`src/rtl/bin2bcd_disp_feed.sv`:
```
`default_nettype none
// ============================================================================
//  Module   : bin2bcd_disp_feed
//  Purpose  : Sequential binary-to-BCD converter (shift-add-3, one iteration
//             per clock) feeding an 8-digit seven-segment display driver.
//             Saturates inputs above 99 999 999 and optionally blanks leading
//             zero digits.
//  Revision : 1.0 - initial release
// ----------------------------------------------------------------------------
//  Ports
//    clk_i        system clock, rising edge
//    rst_n_i      synchronous active-low reset
//    start_i      conversion request, sampled only while idle
//    bin_in_i     unsigned binary value (BIN_W bits)
//    busy_o       high while a conversion is in progress
//    done_o       one-cycle pulse when new results are valid
//    ovf_o        last conversion was saturated
//    hex_out_o    8 packed BCD digits, digit 0 in [3:0]
//    disp_en_o    per-digit enables, bit k enables digit k
// ============================================================================
module bin2bcd_disp_feed #(
   parameter int BIN_W    = 27,
   parameter bit BLANK_LZ = 1'b1
) (
   input  logic             clk_i,
   input  logic             rst_n_i,
   input  logic             start_i,
   input  logic [BIN_W-1:0] bin_in_i,
   output logic             busy_o,
   output logic             done_o,
   output logic             ovf_o,
   output logic [31:0]      hex_out_o,
   output logic [7:0]       disp_en_o
);

   localparam logic [1:0]  S_IDLE   = 2'd0;
   localparam logic [1:0]  S_SHIFT  = 2'd1;
   localparam logic [1:0]  S_FINISH = 2'd2;
   localparam logic [26:0] C_MAX    = 27'd99_999_999;

   logic [1:0]       state_q,   state_d;
   logic [4:0]       cnt_q,     cnt_d;
   logic [BIN_W-1:0] bin_q,     bin_d;
   logic [31:0]      bcd_q,     bcd_d;
   logic             ovf_lat_q, ovf_lat_d;
   logic [31:0]      hex_q,     hex_d;
   logic [7:0]       en_q,      en_d;
   logic             ovf_q,     ovf_d;
   logic             done_q,    done_d;

   logic [26:0]      w_bin_ext;
   logic             w_ovf;
   logic [26:0]      w_load;
   logic [31:0]      w_adj;
   logic [7:0]       w_en;
   logic             w_any;

   // Saturation is decided on the 27-bit zero-extended value; for BIN_W<27
   // the input can never exceed the limit, so truncation back is lossless.
   assign w_bin_ext = 27'(bin_in_i);
   assign w_ovf     = (w_bin_ext > C_MAX);
   assign w_load    = w_ovf ? C_MAX : w_bin_ext;

   // Add 3 to every nibble >= 5 before the shift (double-dabble correction).
   always_comb begin
      w_adj = bcd_q;
      for (int k = 0; k < 8; k++) begin
         if (bcd_q[4*k +: 4] >= 4'd5) begin
            w_adj[4*k +: 4] = bcd_q[4*k +: 4] + 4'd3;
         end
      end
   end

   // Digit k is lit when any digit at or above k is nonzero; digit 0 is
   // always lit so a zero result still shows "0".
   always_comb begin
      w_en  = 8'h01;
      w_any = 1'b0;
      for (int k = 7; k >= 1; k--) begin
         w_any   = w_any | (bcd_q[4*k +: 4] != 4'd0);
         w_en[k] = w_any;
      end
      if (!BLANK_LZ) begin
         w_en = 8'hFF;
      end
   end

   always_comb begin
      state_d   = state_q;
      cnt_d     = cnt_q;
      bin_d     = bin_q;
      bcd_d     = bcd_q;
      ovf_lat_d = ovf_lat_q;
      hex_d     = hex_q;
      en_d      = en_q;
      ovf_d     = ovf_q;
      done_d    = 1'b0;
      case (state_q)
         S_IDLE: begin
            if (start_i) begin
               bin_d     = w_load[BIN_W-1:0];
               ovf_lat_d = w_ovf;
               bcd_d     = 32'h0;
               cnt_d     = 5'(BIN_W);
               state_d   = S_SHIFT;
            end
         end
         S_SHIFT: begin
            bcd_d = {w_adj[30:0], bin_q[BIN_W-1]};
            bin_d = {bin_q[BIN_W-2:0], 1'b0};
            cnt_d = cnt_q - 5'd1;
            if (cnt_q == 5'd1) begin
               state_d = S_FINISH;
            end
         end
         S_FINISH: begin
            hex_d   = bcd_q;
            en_d    = w_en;
            ovf_d   = ovf_lat_q;
            done_d  = 1'b1;
            state_d = S_IDLE;
         end
         default: begin
            state_d = S_IDLE;
         end
      endcase
   end

   always_ff @(posedge clk_i) begin
      if (!rst_n_i) begin
         state_q   <= S_IDLE;
         cnt_q     <= 5'd0;
         bin_q     <= '0;
         bcd_q     <= 32'h0;
         ovf_lat_q <= 1'b0;
         hex_q     <= 32'h0;
         en_q      <= 8'h01;
         ovf_q     <= 1'b0;
         done_q    <= 1'b0;
      end else begin
         state_q   <= state_d;
         cnt_q     <= cnt_d;
         bin_q     <= bin_d;
         bcd_q     <= bcd_d;
         ovf_lat_q <= ovf_lat_d;
         hex_q     <= hex_d;
         en_q      <= en_d;
         ovf_q     <= ovf_d;
         done_q    <= done_d;
      end
   end

   assign busy_o    = (state_q != S_IDLE);
   assign done_o    = done_q;
   assign ovf_o     = ovf_q;
   assign hex_out_o = hex_q;
   assign disp_en_o = en_q;

endmodule
`default_nettype wire

```
`config.mk`:
```
export PLATFORM = sky130hd
export DESIGN_NAME = bin2bcd_disp_feed
export DESIGN_NICKNAME = d
export VERILOG_FILES = /design/src/rtl/bin2bcd_disp_feed.sv
export SDC_FILE = /design/constraint.sdc
export NUM_CORES = 1
export LEC_CHECK = 0
export CORE_AREA = 2 2 113 115
export CTS_BUF_LIST = sky130_fd_sc_hd__clkbuf_4 sky130_fd_sc_hd__clkbuf_8 sky130_fd_sc_hd__clkbuf_16
export DETAILED_ROUTE_END_ITERATION = 7
export DIE_AREA = 0 0 115 117
export PLACE_DENSITY_LB_ADDON = 0.1
export SLEW_MARGIN = 20
export SYNTH_ARGS = -nofsm -noshare
export SYNTH_HDL_FRONTEND = slang
export SYNTH_SLANG_ARGS = --single-unit
export TNS_END_PERCENT = 5
```
`constraint.sdc`:
```
create_clock -name clk_i -period 4.1 [get_ports clk_i]
set_clock_uncertainty 0.15 [all_clocks]
set_input_delay 0.615 -clock clk_i [delete_from_list [all_inputs] [get_ports clk_i]]
set_output_delay 0.615 -clock clk_i [all_outputs]
set_load 0.05 [all_outputs]
```
### Word-level counts from Yosys, hierarchy flattened

Cells that the tools add are included.

| word-level totals | value |
|---|---|
| flip-flop bits (word level) | 108 |
| input bits | 30 |
| output and inout bits | 43 |
| logic and storage cells | 70 |

| operators by class | value |
|---|---|
| add/subtract/negate cells | 9 |
| $lt $le $gt $ge | 9 |
| eq/ne operators | 5 |
| muxes and demuxes | 19 |
| bitwise gates (word level) | 6 |
| reduce and logical (&&, ||, !) cells | 13 |

Operator list:

| kind | number |
|---|---|
| 32-bit one-hot mux with 2 select lines | 1 |
| 27-bit 2-to-1 mux | 2 |
| 27-bit one-hot mux with 2 select lines | 1 |
| 4-bit by 3-bit >= comparator with 1-bit output, second input constant | 8 |
| 32-bit 2-to-1 mux | 1 |
| 4-bit by 2-bit adder with 4-bit output, second input constant | 7 |
| 4-bit 2-to-1 mux | 7 |
| 4-bit nonzero test | 7 |
| 27-bit > comparator, second input constant | 1 |
| 5-bit one-hot mux with 2 select lines | 1 |
| 1-bit OR | 6 |
| 2-bit AND reduction | 3 |
| 5-bit by 1-bit == test with 1-bit output, second input constant | 1 |
| 5-bit 2-to-1 mux | 1 |
| 5-bit by 1-bit subtractor with 5-bit output, second input constant | 1 |
| 2-bit 2-to-1 mux | 2 |
| 2-bit inequality test, second input constant | 2 |
| 2-bit one-hot mux with 2 select lines | 1 |
| 2-bit nonzero test | 2 |
| 3-bit by 2-bit adder with 3-bit output, second input constant | 1 |
| 3-bit 2-to-1 mux | 1 |
| 2-bit by 1-bit == test with 1-bit output, second input constant | 1 |
| 2-bit == test, second input constant | 1 |
| 2-bit zero test | 1 |
| 1-bit 2-to-1 mux | 1 |

### Logic depth before layout (Yosys ltp)

| logic depth | value |
|---|---|
| depth after elaboration | 7 |
| gate-level depth with buffers | 7 |
| gate-level depth less buffers | 7 |

### Least setup slack after synthesis

Ideal clock, no wire load.

| timing path | value |
|---|---|
| kind | input to register |
| start | input bin_in_i[17] |
| end | register bin_q[10] |
| library setup time | 0.117 ns |
| data arrival time | 1.952 ns |
| data required time | 3.833 ns |
| setup slack | 1.881 ns |
| stages | 6 |
| path buffers | 1 |
| cell sequence | or3_1 > nor3_2 > a21oi_1 > or3b_1 > buf_6 > a32o_1 |

| between the ends | value |
|---|---|
| word-level cells in the longest chain between the ends | 4 |

RTL lines:

| what | RTL line | text |
|---|---|---|
| start, declared | 28 | `input logic [BIN_W-1:0] bin_in_i,` |
| 27-bit > comparator | 61 | `assign w_ovf = (w_bin_ext > C_MAX);` |
| 27-bit 2-to-1 mux | 62 | `assign w_load = w_ovf ? C_MAX : w_bin_ext;` |
| 27-bit 2-to-1 mux | 100 | `if (start_i) begin` |
| 27-bit one-hot mux with 2 select lines | 98 | `case (state_q)` |
| end signal, assigned | 143 | `bin_q <= bin_d;` |
| end, declared | 43 | `logic [BIN_W-1:0] bin_q, bin_d;` |

Every way passes these cells. The select of a mux whose other input is x is not followed.
A chain may end at the register's enable or synchronous reset.

==> flow_summary.yaml <==
power_and_ir_drop:
  total_power_uw: 2320
  powerDensity_nw_per_um2: 390
  vdd_drop_max_uv: 230
  p_leak_uw: 0.00211
final_layout:
  nFillCells: 1217
  diodes: 0
  fin_cells: 773
  final_util: 0.483
  nets: 676
  drive_gt1_frac: 0.0530
  syn2layout_area_growth_pct: 24.6
drt:
  vias: 4107
  route.met2.wl_microns: 5110
  first_pass_iters: 5
  wl_met1_microns: 5420
  drtIter0Drc: 195
  met3_length_microns: 412
  wl_microns: 11100
  via_per_inst: 5.31
  routedWlPerCell_microns: 14.3
  drc: 0
  highest_layer: "met4"
  postRouteAntennaNets: 0
sta:
  fin_crit_sh: 0.711
  period_needed_ns: 2.91
  worst_pin_slew_ns: 0.826
  slew_violations: 0
  finalSetupViolCount: 0
  setup_slack_ns: 1.19
  hold_viol: 0
  rsz0062_at_grt: "no"
  fmax_ghz: 0.343
  tns_ns: 0
  relSlewSlack: 0.448
worst_setup_path:
  criticalPathCategory: "in -> reg"
  required_ns: 4.21
  r2r_setup_slack_ns: 1.66
  cp.arrival_ns: 3.02
  crit_path_start_kind: "primary input"
  path_buf_inv: 4
  crit_fanout: 22
  cp_slowest_stage_delay_ns: 0.65
  cpMostUsedCell: "buf_4"
  end_kind: "flip-flop"
  cpMaxStageDelayCell: "nand4bb_1"
  path_cells: "clkdlybuf4s50_1 > buf_4 > clkinv_1 > buf_4 > nor2_1 > nand4bb_1 > o21ai_0"
  critical_path.top_delay_family: "simple AND/OR/NAND/NOR gates"
cts:
  cts_max_path_buffers: 2
  cts_resized: 0
  cts_inserted_buffers: 9
  cts_hold_buf: 0
  cts_tree: "built"
  root_buffer: "clkbuf_16"
  insertion_delay_ns: 0.35
  clk_pin_slew_ns: 0.07
  h-tree-depth: 3
  cts.sinks: 108
  cts_setup_buffers: 0
floorplan:
  start_util: 0.387
  core_sq_um: 12300
  rows: 41
  fp.dieW_microns: 115
  die-area_sq_um: 13500
  dieHeight_microns: 117
  io_pins: 73
synthesis:
  synth_top_family_by_area: "compound AO/OA/AOI/OAI gates"
  synthXorXnorAreaFrac: 0.0220
  synthCells: 561
  synth_top_cell_by_area: "dfxtp_1"
  ys_seq_area_frac: 0.454
  ys.flop_type: "dfxtp_1"
  synth_compound_area_frac: 0.254
  yosysTopAreaCellShare: 0.454
  synthSimpleGateAreaFrac: 0.158
  muxShareOfSynthArea: 0
  synth_seq_cells: 108
  yosysUniqueCellTypes: 47
  synth_area_leaders: "dfxtp_1, a21oi_1, nand2_1"
  syn_area_sq_um: 4770
  async_flop_share: 0
  syn_area_per_cell_sq_um: 8.50
  yosysWarnings: 0
  synth-adder-area-share: 0.0656
  syn_nets: 616
  synth-edff-count: 0
global_routing:
  globalRouteOverflowTotal: 0
  grt.total_usage: 0.171
  grt_pass1_vias: 3705
  grt_max_degree: 46
  grt_pass1_wl_microns: 18400
  grt_antenna_before_repair: 0
status:
  status: "finished, final reports clean"
flow_run:
  maxCapViolCount: 0
placed_design:
  dpl.hpwl_microns: 7830
  pre_cts_slack_ns: 0.819
  place_congestion: 0.802
  portBuffers: 71
  dp.cells: 760
worst_hold_path:
  hold_class: "reg -> reg"
per-layer routing:
metal  up-vias  track usage
li1       2112            -
met3        13       0.0340
met1      1910        0.224
met5         -            0
met2        72        0.279
met4         0       0.0699
state kept, by name (all words and copies together), names as in the netlist:
signal and cells:
bcd_q 32, hex_out_o 32, bin_q 27, disp_en_o 7
cnt_q 5, state_q 2, done_o 1, ovf_lat_q 1
ovf_o 1
layout make-up:
class | instances | area [sq um] | area share
clock buffers | 11 | 253 | 0.0425
multi-input cells | 398 | 2390 | 0.403
clock inverters | 2 | 60.1 | 0.0101
repair buffers | 84 | 808 | 0.136
flip-flops and latches | 108 | 2160 | 0.364
well taps | 150 | 188 | 0.0316
inverters | 20 | 75.1 | 0.0126
synth_stat cells (2+ instances only):
cell and number:
o311ai_0 3, nand4_1 5, nor4b_1 2, nand2_1 99, and2_1 2, o21ai_0 45, a32o_1 15, buf_1 2
o31ai_1 8, xnor2_1 10, ha_1 25, dfxtp_1 108, nand3_1 4, nor2_1 23, o22ai_1 14, nor3b_1 6
a22o_1 17, a21oi_1 76, o32ai_1 2, buf_2 2, and3_1 2, inv_1 19, o211ai_1 4, clkbuf_1 29
nand2b_1 10, nor2b_1 2, xor2_1 2, a221oi_1 2, nor3_1 5
layout by cell type (no fill, tap or decap), types with 13 or more instances in the layout:
| master | netlist | routed |
|---|---|---|
| ha_1 | 25 | 25 |
| a32o_1 | 15 | 15 |
| clkdlybuf4s50_1 | 0 | 71 |
| dfxtp_1 | 108 | 108 |
| nor2_1 | 23 | 23 |
| inv_1 | 19 | 19 |
| a22o_1 | 17 | 17 |
| o21ai_0 | 45 | 45 |
| a21oi_1 | 76 | 76 |
| o22ai_1 | 14 | 14 |
| nand2_1 | 99 | 99 |
| buf_4 | 1 | 13 |
power by group:
part | switching, uW | internal, uW | total (uW)
Combinational | 162 | 112 | 275
Sequential | 27.8 | 1090 | 1120
Clock | 367 | 559 | 925
Total | 557 | 1760 | 2320
final timing paths:
check	from	end	cells past startpoint
worst max-delay path	rst_n_i	bin_q[4]$_SDFFE_PN0P_	7
worst min-delay path	hex_out_o[21]$_SDFFE_PN0P_	hex_out_o[21]$_SDFFE_PN0P_	2
worst max register to register	state_q[0]$_SDFFE_PN0P_	bcd_q[27]$_SDFFE_PN0P_	6
worst min register to register	hex_out_o[21]$_SDFFE_PN0P_	hex_out_o[21]$_SDFFE_PN0P_	2
tightest hold or removal path: stages, from the launching register on:
cell     delay [ns]
dfxtp_1        0.31
nand2_1        0.05
a21oi_1        0.05
per-stage QoR:
step | instance area [sq um] | hold WS (ns)
2_1_floorplan | 4770 | 0.275
3_3_place_gp | 5630 | 0.293
3_5_place_dp | 5630 | 0.296
4_1_cts | 5940 | 0.306
5_1_grt | 5940 | 0.321
6_report | 5940 | 0.303
kinds of logic (layout without fill, tap and decap cells):
family	after synthesis	count (layout)
AO/OA/AOI/OAI	193	193
AND/OR/NAND/NOR	167	167
flip-flops	108	108
buffers and inverters	55	117
adder cells (fa/ha/maj)	25	25
XOR/XNOR	12	12
other	1	1
No activity file was read; power rests on OpenSTA's default activity.
